$ cat src/rtl/mem_port_arbiter.sv
// Shares one memory port between instruction fetch and load/store; one transaction in flight.
// Optional fetch starvation guard is enabled by defining ARB_STARVE_GUARD_EN.
module mem_port_arbiter #(
    parameter int unsigned ADDR_W     = 32,
    parameter int unsigned DATA_W     = 32,
    parameter int unsigned STARVE_MAX = 4
) (
    input  logic                clk,
    input  logic                rst,

    input  logic                if_req,
    input  logic [ADDR_W-1:0]   if_addr,
    input  logic                if_flush,
    output logic                if_gnt,
    output logic                if_rvalid,
    output logic [DATA_W-1:0]   if_rdata,

    input  logic                d_req,
    input  logic                d_we,
    input  logic [DATA_W/8-1:0] d_be,
    input  logic [ADDR_W-1:0]   d_addr,
    input  logic [DATA_W-1:0]   d_wdata,
    output logic                d_gnt,
    output logic                d_rvalid,
    output logic [DATA_W-1:0]   d_rdata,

    output logic                m_req,
    output logic                m_we,
    output logic [DATA_W/8-1:0] m_be,
    output logic [ADDR_W-1:0]   m_addr,
    output logic [DATA_W-1:0]   m_wdata,
    input  logic                m_gnt,
    input  logic                m_rvalid,
    input  logic [DATA_W-1:0]   m_rdata,

    output logic                busy
);

    localparam int unsigned BeW = DATA_W / 8;

    if (STARVE_MAX < 1 || STARVE_MAX > 15) begin : g_bad_starve_max
        $error("STARVE_MAX must be in 1..15");
    end

    typedef enum logic [1:0] {StIdle, StReq, StWait} state_e;

    localparam logic OwnerIf = 1'b0;
    localparam logic OwnerD  = 1'b1;

    state_e              state_q, state_d;
    logic                owner_q, owner_d;
    logic                kill_q, kill_d;
    logic                m_we_q, m_we_d;
    logic [BeW-1:0]      m_be_q, m_be_d;
    logic [ADDR_W-1:0]   m_addr_q, m_addr_d;
    logic [DATA_W-1:0]   m_wdata_q, m_wdata_d;
    logic                if_rvalid_q, if_rvalid_d;
    logic                d_rvalid_q, d_rvalid_d;
    logic [DATA_W-1:0]   if_rdata_q, if_rdata_d;
    logic [DATA_W-1:0]   d_rdata_q, d_rdata_d;

    logic force_if;
    logic idle;
    logic d_win;
    logic if_win;

    assign idle = (state_q == StIdle);

`ifdef ARB_STARVE_GUARD_EN
    localparam logic [3:0] StarveMax = 4'(STARVE_MAX);

    logic [3:0] starve_cnt_q, starve_cnt_d;

    assign force_if = (starve_cnt_q == StarveMax);

    always_comb begin
        starve_cnt_d = starve_cnt_q;
        if (idle) begin
            if (if_gnt || !if_req) begin
                starve_cnt_d = 4'd0;
            end else if (d_gnt && (starve_cnt_q != StarveMax)) begin
                starve_cnt_d = starve_cnt_q + 4'd1;
            end
        end
    end

    always_ff @(posedge clk) begin
        if (rst) begin
            starve_cnt_q <= 4'd0;
        end else begin
            starve_cnt_q <= starve_cnt_d;
        end
    end
`else
    assign force_if = 1'b0;
`endif

    // Grants are suppressed during reset so every output reads 0 while rst is high.
    assign d_win  = !rst && idle && d_req && !(if_req && force_if);
    assign if_win = !rst && idle && if_req && !d_win;

    always_comb begin
        state_d     = state_q;
        owner_d     = owner_q;
        kill_d      = kill_q;
        m_we_d      = m_we_q;
        m_be_d      = m_be_q;
        m_addr_d    = m_addr_q;
        m_wdata_d   = m_wdata_q;
        if_rvalid_d = 1'b0;
        d_rvalid_d  = 1'b0;
        if_rdata_d  = if_rdata_q;
        d_rdata_d   = d_rdata_q;
        if_gnt      = 1'b0;
        d_gnt       = 1'b0;

        unique case (state_q)
            StIdle: begin
                kill_d = 1'b0;
                if (d_win) begin
                    d_gnt     = 1'b1;
                    owner_d   = OwnerD;
                    m_we_d    = d_we;
                    m_be_d    = d_be;
                    m_addr_d  = d_addr;
                    m_wdata_d = d_wdata;
                    state_d   = StReq;
                end else if (if_win) begin
                    if_gnt    = 1'b1;
                    owner_d   = OwnerIf;
                    m_we_d    = 1'b0;
                    m_be_d    = '1;
                    m_addr_d  = if_addr;
                    m_wdata_d = '0;
                    kill_d    = if_flush;
                    state_d   = StReq;
                end
            end

            // A response arriving before the grant is a protocol error and is dropped.
            StReq: begin
                if (if_flush && (owner_q == OwnerIf)) begin
                    kill_d = 1'b1;
                end
                if (m_gnt) begin
                    state_d = StWait;
                end
            end

            StWait: begin
                if (m_rvalid) begin
                    state_d = StIdle;
                    kill_d  = 1'b0;
                    if (owner_q == OwnerD) begin
                        d_rvalid_d = 1'b1;
                        if (!m_we_q) begin
                            d_rdata_d = m_rdata;
                        end
                    end else if (!(kill_q || if_flush)) begin
                        if_rvalid_d = 1'b1;
                        if_rdata_d  = m_rdata;
                    end
                end else if (if_flush && (owner_q == OwnerIf)) begin
                    kill_d = 1'b1;
                end
            end

            default: begin
                state_d = StIdle;
            end
        endcase
    end

    always_ff @(posedge clk) begin
        if (rst) begin
            state_q     <= StIdle;
            owner_q     <= OwnerIf;
            kill_q      <= 1'b0;
            m_we_q      <= 1'b0;
            m_be_q      <= '0;
            m_addr_q    <= '0;
            m_wdata_q   <= '0;
            if_rvalid_q <= 1'b0;
            d_rvalid_q  <= 1'b0;
            if_rdata_q  <= '0;
            d_rdata_q   <= '0;
        end else begin
            state_q     <= state_d;
            owner_q     <= owner_d;
            kill_q      <= kill_d;
            m_we_q      <= m_we_d;
            m_be_q      <= m_be_d;
            m_addr_q    <= m_addr_d;
            m_wdata_q   <= m_wdata_d;
            if_rvalid_q <= if_rvalid_d;
            d_rvalid_q  <= d_rvalid_d;
            if_rdata_q  <= if_rdata_d;
            d_rdata_q   <= d_rdata_d;
        end
    end

    assign m_req     = (state_q == StReq);
    assign m_we      = m_we_q;
    assign m_be      = m_be_q;
    assign m_addr    = m_addr_q;
    assign m_wdata   = m_wdata_q;
    assign if_rvalid = if_rvalid_q;
    assign if_rdata  = if_rdata_q;
    assign d_rvalid  = d_rvalid_q;
    assign d_rdata   = d_rdata_q;
    assign busy      = !idle;

endmodule

$ cat config.mk
export PLATFORM = sky130hd
export DESIGN_NAME = mem_port_arbiter
export DESIGN_NICKNAME = d
export VERILOG_FILES = /design/src/rtl/mem_port_arbiter.sv
export SDC_FILE = /design/constraint.sdc
export NUM_CORES = 1
export LEC_CHECK = 0
export CAP_MARGIN = 25
export CORE_MARGIN = 3
export CORE_UTILIZATION = 43
export DETAILED_ROUTE_END_ITERATION = 10
export PLACE_DENSITY = 0.85
export RECOVER_POWER = 100
export SYNTH_ARGS = -nofsm -noshare
export SYNTH_HDL_FRONTEND = slang
export SYNTH_SLANG_ARGS = --single-unit
$ cat constraint.sdc
create_clock -name clk -period 3.05 [get_ports clk]
set_input_delay 0.7625 -clock clk [delete_from_list [all_inputs] [get_ports clk]]
set_output_delay 0.7625 -clock clk [all_outputs]
set_load 0.03 [all_outputs]
==> metrics.cfg <==
[run_status]
status = complete, but fails checks
violations = capacitance limit, slew limit

[synthesis]
synth_cells = 678
yosysWarnings = 0
syn-cell-area_um2 = 5520
synth_top_area_cell = dfxtp_1
ys_seq_area_frac = 0.504
synth-edff-count = 0
avgSynthCellArea_um2 = 8.14
synth_flop_cell = dfxtp_1
synth_fp_nets = 823
synth.area.top_cells = dfxtp_1, a21oi_1, nand2_1
synthTopCellsByCount = nand2_1, dfxtp_1, a21oi_1
yosysTopAreaCellShare = 0.504
async_reset_ff_frac = 0
ys_ff_latch = 139
post-synth-top-count-cell = nand2_1
synth_cell_types = 35

[global_route]
first_global_vias = 5655
antenna_found_initial = 0
grt_max_degree = 78
gr-usage-all-layers = 0.257
grt_pass1_wl_mm = 29.3
grt-ovfl-total = 0

[floorplanning]
die_h_um = 119
ios = 279
rows = 40
die_w_um = 119
initial_core_util = 0.450
fp.dieArea_um2 = 14200
core_um2 = 12300

[routing]
wirelength_mm = 18.8
vias = 5912
wl_per_cell_um = 17.0
drt_iter0_drc = 422
ant_nets = 0
via_per_inst = 5.33
dr.pass1.iters = 5
drc = 0

[critical_path]
cp-start-kind = input port
path_class = input port to output port
worst-path-buf-inv = 2
cp_slowest_cell = clkdlybuf4s50_1
crit_path_max_incr_delay_ns = 0.69
crit_chain = clkdlybuf4s50_1 -> and4bb_2 -> clkdlybuf4s50_1
worstPathRequired_ns = 2.29
crit_arrival_ns = 2.24
worstPathMaxFanout = 2
crit_family = buffers and inverters
cp_common_cell = clkdlybuf4s50_1
cp-end-kind = output port

[min_path]
hold_class = flip-flop to flip-flop

[final_layout]
fin_nets = 1073
num-fill-cells = 954
ff_latch_area_um2 = 2780
antenna_cells = 0
finalCoreUtilization = 0.729
design_area_um2 = 8940
syn2layout_area_growth_pct = 61.8
multiInputGateArea_um2 = 2370
drive_gt1_frac = 0.0595

[pwr]
leakagePower_nw = 3.58
power.total_mw = 5.96
vdd_drop_max_uv = 349
p_per_area_nw_per_um2 = 667

[clock_network]
cts_sinks = 139
ctsHtreeMaxLevel = 4
cts_hold_buf = 0
postCtsSetupRepairBufs = 0
root_buffer = clkbuf_16
clk_path_buf_depth = 2
cts_buffers = 17
cts_tree = done
clkLatencyLatePin_ns = 0.41
ctsResizeCount = 0
path_clk_slew_ns = 0.05

[timing]
setup_violations = 0
whs_ns = 0.447
clock.fmax_ghz = 0.333
slew_headroom = -0.0503
clock_skew_ns = 0.00585
rsz0062_at_grt = no
period_needed_ns = 3.00
finalMaxSlewViolations = 78
setup_tns_ns = 0
tightest_slew_ns = 1.58
fin_crit_sh = 0.985
hold_viol = 0

[job]
max-cap-violations = 1

[placement]
dp_hpwl_mm = 12.8
globalplace.congestion = 0.815
place_area_um2 = 8330
io_buffers = 278

-- cells by family after synthesis --
| group | after synthesis | synth area share |
|---|---|---|
| and+or+nand+nor | 221 | 0.172 |
| DFF | 139 | 0.504 |
| muxes | 1 | 0.00181 |
| buffers and inverters | 72 | 0.0607 |
| adders and majority gates | 5 | 0.0113 |
| AOI/OAI and AO/OA | 240 | 0.251 |
-- per-stage QoR --
| stage | setup WS (ns) | instances |
|---|---|---|
| 3_3_place_gp | 0.125 | 1076 |
| 3_5_place_dp | 0.0613 | 1076 |
| 5_1_grt | 0.00729 | 1109 |
| 6_report | 0.0467 | 1109 |
| 2_1_floorplan | 0.739 | 678 |
| 4_1_cts | 0.0589 | 1108 |
-- worst min-delay path, stage by stage, from the launching register on --
cell,delay (ns)
dfxtp_1,0.30
nand2_1,0.05
a21oi_1,0.05
-- layout by cell type (no fill, tap or decap), types with 4 or more instances in the layout --
cell             count
nand2_1            162
dlygate4sd3_1      137
ha_1                 5
buf_4               16
inv_1                6
nor2_1               8
nand3_1             33
clkinv_2             5
a311oi_1            32
clkdlybuf4s50_1    139
clkbuf_16           17
a21oi_1            134
dfxtp_1            139
nor3_1               5
bufinv_16            4
o21ai_0             62
-- state kept, by name, summed over array words and instances, names as in the netlist --
signal	count
m_be	4
if_rvalid	1
m_we	1
m_wdata	32
kill_q	1
if_rdata	32
owner_q	1
m_addr	32
d_rvalid	1
d_rdata	32
state_q	2
-- cell type report --
cell class	instances	share of cell area
Tap cell	168	0.0235
Clock buffer	20	0.0511
Clock inverter	12	0.0189
Multi-Input combinational cell	467	0.265
Inverter	7	0.00294
Sequential cell	139	0.311
Timing Repair Buffer	296	0.327
-- final timing paths --
kind               startpoint          end  slack, ns  cells after the start
setup / recovery        d_req       if_gnt       0.05                      3
hold reg to reg   d_rdata[25]  d_rdata[25]       0.45                      2
setup reg to reg   state_q[1]    m_addr[9]       0.96                      8
hold / removal    d_rdata[25]  d_rdata[25]       0.45                      2
-- where the power goes --
group | internal (mW) | switching [mW]
sequential | 1.99 | 0.103
clock | 1.41 | 0.767
combinational | 0.658 | 1.03
-- metal layers --
layer  track usage  routed length [µm]  vias up
met5             0                   0        -
met4         0.124                 717        0
met3        0.0931                1770       47
met2         0.431                9280      264
met1         0.290                7040     2736
li1              -                   -     2865
Power figures use the tool's default switching activity.
